**src/rtl/fetch_unit.sv**
```systemverilog
// ============================================================================
//  Module   : fetch_unit
//  Purpose  : Instruction-fetch stage feeding the IF/ID register over a
//             req/gnt/rvalid memory handshake, with stall and redirect.
//  Revision : 1.0  initial release
// ============================================================================
`default_nettype none

module fetch_unit #(
  parameter logic [31:0] RESET_PC  = 32'h0000_0000,
  parameter logic [31:0] NOP_INSTR = 32'h0000_0033
) (
  input  logic        clk,
  input  logic        rst,
  input  logic        stall,
  input  logic        redirect,
  input  logic [31:0] redirect_pc,
  output logic        imem_req,
  output logic [31:0] imem_addr,
  input  logic        imem_gnt,
  input  logic        imem_rvalid,
  input  logic [31:0] imem_rdata,
  output logic [31:0] instruction_IF,
  output logic [31:0] pc_IF,
  output logic        valid_IF
);

  typedef enum logic [1:0] {
    S_REQ     = 2'd0,
    S_WAIT    = 2'd1,
    S_HOLD    = 2'd2,
    S_DISCARD = 2'd3
  } state_t;

  state_t      state_q, state_d;
  logic [31:0] pc_q, pc_d;
  logic [31:0] instr_q, instr_d;
  logic [31:0] out_pc_q, out_pc_d;
  logic        valid_q, valid_d;
  logic [31:0] skid_instr_q, skid_instr_d;
  logic [31:0] skid_pc_q, skid_pc_d;

  logic        slot_free;
  logic [31:0] pc_inc;
  logic [31:0] redirect_tgt;

  assign slot_free    = !valid_q || !stall;
  assign pc_inc       = pc_q + 32'd4;
  assign redirect_tgt = redirect_pc & ~32'h0000_0003;

  always_comb begin
    state_d      = state_q;
    pc_d         = pc_q;
    instr_d      = instr_q;
    out_pc_d     = out_pc_q;
    valid_d      = valid_q;
    skid_instr_d = skid_instr_q;
    skid_pc_d    = skid_pc_q;

    // A consumed slot empties unless one of the refill paths below reloads it.
    if (valid_q && !stall) begin
      valid_d = 1'b0;
      instr_d = NOP_INSTR;
    end

    case (state_q)
      S_REQ: begin
        if (imem_gnt) state_d = S_WAIT;
      end
      S_WAIT: begin
        if (imem_rvalid) begin
          pc_d = pc_inc;
          if (slot_free) begin
            valid_d  = 1'b1;
            instr_d  = imem_rdata;
            out_pc_d = pc_q;
            state_d  = S_REQ;
          end else begin
            skid_instr_d = imem_rdata;
            skid_pc_d    = pc_q;
            state_d      = S_HOLD;
          end
        end
      end
      S_HOLD: begin
        if (slot_free) begin
          valid_d      = 1'b1;
          instr_d      = skid_instr_q;
          out_pc_d     = skid_pc_q;
          skid_instr_d = 32'd0;
          skid_pc_d    = 32'd0;
          state_d      = S_REQ;
        end
      end
      S_DISCARD: begin
        if (imem_rvalid) state_d = S_REQ;
      end
      default: state_d = S_REQ;
    endcase

    // Redirect wins over everything; a granted old-PC request must be drained.
    if (redirect) begin
      pc_d         = redirect_tgt;
      valid_d      = 1'b0;
      instr_d      = NOP_INSTR;
      skid_instr_d = 32'd0;
      skid_pc_d    = 32'd0;
      case (state_q)
        S_REQ:     state_d = imem_gnt ? S_DISCARD : S_REQ;
        S_WAIT:    state_d = imem_rvalid ? S_REQ : S_DISCARD;
        S_DISCARD: state_d = imem_rvalid ? S_REQ : S_DISCARD;
        default:   state_d = S_REQ;
      endcase
    end
  end

  always_ff @(posedge clk) begin
    if (rst) begin
      state_q      <= S_REQ;
      pc_q         <= RESET_PC;
      instr_q      <= NOP_INSTR;
      out_pc_q     <= 32'd0;
      valid_q      <= 1'b0;
      skid_instr_q <= 32'd0;
      skid_pc_q    <= 32'd0;
    end else begin
      state_q      <= state_d;
      pc_q         <= pc_d;
      instr_q      <= instr_d;
      out_pc_q     <= out_pc_d;
      valid_q      <= valid_d;
      skid_instr_q <= skid_instr_d;
      skid_pc_q    <= skid_pc_d;
    end
  end

  assign imem_req       = (state_q == S_REQ) && !rst;
  assign imem_addr      = pc_q;
  assign instruction_IF = instr_q;
  assign pc_IF          = out_pc_q;
  assign valid_IF       = valid_q;

endmodule

`default_nettype wire

```
**config.mk**
```make
export PLATFORM = sky130hd
export DESIGN_NAME = fetch_unit
export DESIGN_NICKNAME = d
export VERILOG_FILES = /design/src/rtl/fetch_unit.sv
export SDC_FILE = /design/constraint.sdc
export NUM_CORES = 1
export LEC_CHECK = 0
export CORE_AREA = 4 4 126 128
export CTS_BUF_LIST = sky130_fd_sc_hd__clkbuf_16
export DETAILED_ROUTE_END_ITERATION = 10
export DIE_AREA = 0 0 130 132
export GPL_ROUTABILITY_DRIVEN = 0
export PLACE_DENSITY = 0.9
export SLEW_MARGIN = 10
export SYNTH_ARGS = -nofsm -noshare
export SYNTH_HDL_FRONTEND = slang
export SYNTH_SLANG_ARGS = --single-unit
```
**constraint.sdc**
```tcl
create_clock -name clk -period 2.45 [get_ports clk]
set_input_delay 0.49 -clock clk [delete_from_list [all_inputs] [get_ports clk]]
set_output_delay 0.49 -clock clk [all_outputs]
set_load 0.1 [all_outputs]
```
# [After elaboration in Yosys (flattened, before gate mapping)]
# Cells that the tools add are included.
[word_totals] in_bits=70 reg_bits=163 word_cells=70
[classes] mux=33 n_addsub=1 eq_ne=11 n_reduce_logical=17
[op_table] op="$mux 32" count=15
[op_table] op="$pmux 32 s2" count=4
[op_table] op="$add 32x3->32 const B" count=1
[op_table] op="$mux 2" count=8
[op_table] op="$ne 3x3->1 const B" count=4
[op_table] op="$reduce_and 4->1" count=3
[op_table] op="$ne 2x2->1 const B" count=4
[op_table] op="$pmux 2 s4" count=1
[op_table] op="$reduce_bool 2->1" count=3
[op_table] op="$eq 2x2->1 const B" count=2
[op_table] op="$pmux 2 s2" count=1
[op_table] op="$reduce_and 2->1" count=2
[op_table] op="$reduce_or 2->1" count=2
[op_table] op="$logic_not 1->1" count=3
[op_table] op="$mux 1" count=3
[op_table] op="$eq 2x1->1 const B" count=1
[op_table] op="$logic_and 1x1->1" count=2
[op_table] op="$logic_not 2->1" count=1
[op_table] op="$pmux 1 s2" count=1
[op_table] op="$logic_or 1x1->1" count=1

# [Logic depth before layout (Yosys ltp)]
[logic_depth] depth_word=6 mapped_depth=9

# [Least setup slack after synthesis]
# No wires, ideal clock.
[synth_path] kind="register to register" startpoint="register pc_q[12], in the netlist imem_addr[12]" endpoint="register pc_q[22], in the netlist imem_addr[22]" path_slack_ns=-0.084 setup_time_ns=0.091 t_arrival_ns=2.443 required_ns=2.359 stages_incl_launch_ff=7 path_cell_list="dfxtp_1 buf_2 nand3_2 or2_1 buf_6 or4_1 a311oi_1"
[synth_via] elab_chain_len=4
[synth_lines] element="start, declared" line_no="36" rtl="logic [31:0] pc_q, pc_d;"
[synth_lines] element="start signal, assigned" line_no="128" rtl="pc_q <= pc_d;"
[synth_lines] element="$add 32x3->32" line_no="48" rtl="assign pc_inc = pc_q + 32'd4;"
[synth_lines] element="$mux 32" line_no="71" rtl="if (imem_rvalid) begin"
[synth_lines] element="$mux 32" line_no="66" rtl="case (state_q)"
[synth_lines] element="$mux 32" line_no="102" rtl="if (redirect) begin"
# No other way between the ends. The select of a mux whose other input is x is not followed.
# A chain may end at the register's enable or synchronous reset.

# [Worst setup path in the final report]
[layout_path] startpoint="register state_q[1]" endpoint="register pc_q[23], in the netlist imem_addr[23]"
[layout_via] elab_chain_len=3
[layout_lines] element="start, declared" line_no="35" rtl="state_t state_q, state_d;"
[layout_lines] element="start signal, assigned" line_no="127" rtl="state_q <= state_d;"
[layout_lines] element="$eq 2x1->1" line_no="66"
[layout_lines] element="$reduce_bool 2->1 (no line)"
[layout_lines] element="$reduce_and 2->1 (no line)"
# No other way between the ends.

==> flow_summary.toml <==
[yosys]
yosysMostFrequentCell = "dfxtp_1"
synthArstFlopShare_pct = 0
syn_avg_cell_area_um2 = 8.30
ys_seq_area_share_pct = 43.1
netlist_area_um2 = 7290
ys_seq_elements = 157
synth_top_area_share_pct = 43.1
synth_edf_count = 0
yosys-top-cells-area = "dfxtp_1 (43%), a21oi_1 (8.7%), nand2_1 (5.7%)"
synth.distinct_cells = 53
synthTopCellsByCount = "dfxtp_1 (157), a21oi_1 (127), nand2_1 (111)"
yosysWarnings = 0
yosys.area.top_type = "dfxtp_1"
synth_ff_type = "dfxtp_1"
synthCells = 879

[floorplanning]
rows = 45
die-area_um2 = 17200
io_pins = 168
core_um2 = 14900
fp.dieH_um = 132
die_width_um = 130
initial_core_util_pct = 49.1

[min_path]
min_path_type = "reg -> reg"

[timing]
fmax_ghz = 0.463
period_minus_slack_ns = 2.16
hold_violations = 0
layout_worst_path_cycle_share_pct = 88.2
setup_viol = 0
relSlewSlack_pct = 55.2
drv_slew = 0
tightest_slew_ns = 0.671
tns_ns = 0
rsz0062_at_grt = "false"
fin_worst_skew_ns = 0.00861

[critical_path]
worst_setup_path_end_kind = "flip-flop"
critPathMaxFanout = 11
path_class = "reg -> reg"
cp_common_cell = "buf_4"
slowest_delay_ns = 0.44
cp.required_ns = 2.73
cp_slowest_cell = "a2111oi_0"
start_kind = "flip-flop"
path_cells = "inv_1, ha_1, buf_4, nand4_1, nor3_1, buf_4, a311oi_1, a2111oi_0"
crit_arrival_ns = 2.44
rrSetupSlack_ns = 0.29

[power_and_ir_drop]
switching_share_pct = 42.9
power_leakage_nw = 3.37
seqPwrFrac_pct = 32.7
clkPwrFrac_pct = 28.6
p_sw_mw = 3.95
ir_drop_mv = 0.733
p_int_mw = 5.24
p_total_mw = 9.19
powerDensity_nw_per_um2 = 970
comb_power_share_pct = 38.8

[cells_and_area]
final_area_um2 = 9470
layout.nets = 1080
syn2layout_area_growth_pct = 29.9
num-fill-cells = 1197
antennaDiodeCount = 0
drive_above_1_share_pct = 17.6

[grt]
grt_pass1_wl_mm = 35.1
antenna_found_initial = 1
track_usage_pct = 25.2
grt_overflow_total = 0
grt_max_degree = 69
first_global_vias = 6862

[outcome]
status = "completed"

[cts]
htreeDepth = 4
clock-root-buffer = "clkbuf_16"
postCtsSetupBuffers = 0
max-clock-path-buffers = 2
cts.sinks = 157
cts_buffers = 17
clkLatencyLatePin_ns = 0.42
ctsResizeCount = 0
holdBufCountCts = 0
cts_tree = "built"
clkTransAtPathRegs_ns = 0.06

[route]
drcViolationCount = 0
wl_mm = 22.3
avgRoutedWirePerCell_um = 18.5
drtIter0Drc = 743
ant_nets = 0
vias = 7361
vias_per_cell = 6.11
first_pass_iters = 7

[job]
maxCapViolCount = 0

[placement]
port_buffers = 161
dp_hpwl_mm = 14.5
place_area_um2 = 8900
## through the flow
stage | utilization, % | hold WS, ns | worst slack (ns) | instances
finish | 63.7 | 0.449 | 0.289 | 1205
global route | 63.7 | 0.465 | 0.0988 | 1205
CTS | 63.7 | 0.451 | 0.310 | 1205
detailed placement | 59.8 | 0.443 | 0.116 | 1174
global placement | 59.8 | 0.437 | 0.168 | 1174
floorplan | - | 0.432 | 0.0344 | 882
## state kept, by name (all words and copies together) (netlist names)
name            flops
instruction_IF     32
skid_instr_q       32
imem_addr          30
pc_IF              30
skid_pc_q          30
state_q             2
valid_IF            1
## routing by layer
| layer | GRT usage [%] | wire length [um] | part of all wire (%) |
|---|---|---|---|
| met1 | 32.1 | 8730 | 39 |
| met2 | 40.2 | 10700 | 48 |
| met3 | 6.69 | 2100 | 9.4 |
| met4 | 10.3 | 731 | 3.3 |
| met5 | 0 | 7 | 0.031 |
## area by class of cell
type	instances	area, um2	share of cell area (%)
inverter	12	45.0	0.475
clock buffer	17	425	4.49
clock inverter	14	153	1.61
tap	188	235	2.48
timing repair buffer	197	1700	18.0
sequential	157	3150	33.3
multi-input combinational	620	3760	39.7
## worst paths after layout
check                                     start              end  cells past startpoint
worst max-delay path                 state_q[1]    imem_addr[23]                      8
worst min-delay path            skid_instr_q[7]  skid_instr_q[7]                      2
worst max register to register       state_q[1]    imem_addr[23]                      8
worst min register to register  skid_instr_q[7]  skid_instr_q[7]                      2
## cell usage in the layout (no fill, tap or decap), types with 16 or more instances in the layout
cell             count
a211oi_1            40
a21oi_1            127
a22o_1              28
buf_4              125
clkbuf_16           17
clkdlybuf4s50_1     66
dfxtp_1            151
mux2i_1             30
nand2_1            111
nand3_1             73
nand4_1             16
nor2_1              35
o211ai_1            28
## power by group through the flow
stage / registers [mW] / logic (mW) / clock network (mW)
floorplan: 4.52 / 1.14 / 0
global placement: 3.04 / 3.51 / 0
detailed placement: 3.05 / 3.54 / 0
CTS: 2.99 / 3.56 / 2.66
global route: 3.03 / 3.72 / 2.78
finish: 3.00 / 3.56 / 2.63
## cell families after synthesis
logic type	share of synthesized area (%)
multiplexers	4.12
other	0.0514
XOR/XNOR	1.32
AND/OR/NAND/NOR	19.8
adder cells (fa/ha/maj)	0.858
flip-flops	43.1
buffers and inverters	6.09
AO/OA/AOI/OAI	24.7
## critical path, delay by kind of cell, from the launching register on
| kind | cells | cell delay (ns) |
|---|---|---|
| flip-flops | 1 | 0.35 |
| buffers and inverters | 3 | 0.47 |
| AND/OR/NAND/NOR | 2 | 0.47 |
| AO/OA/AOI/OAI | 2 | 0.55 |
| adder cells (fa/ha/maj) | 1 | 0.19 |
Note: power is estimated with default switching activity, not from simulation.
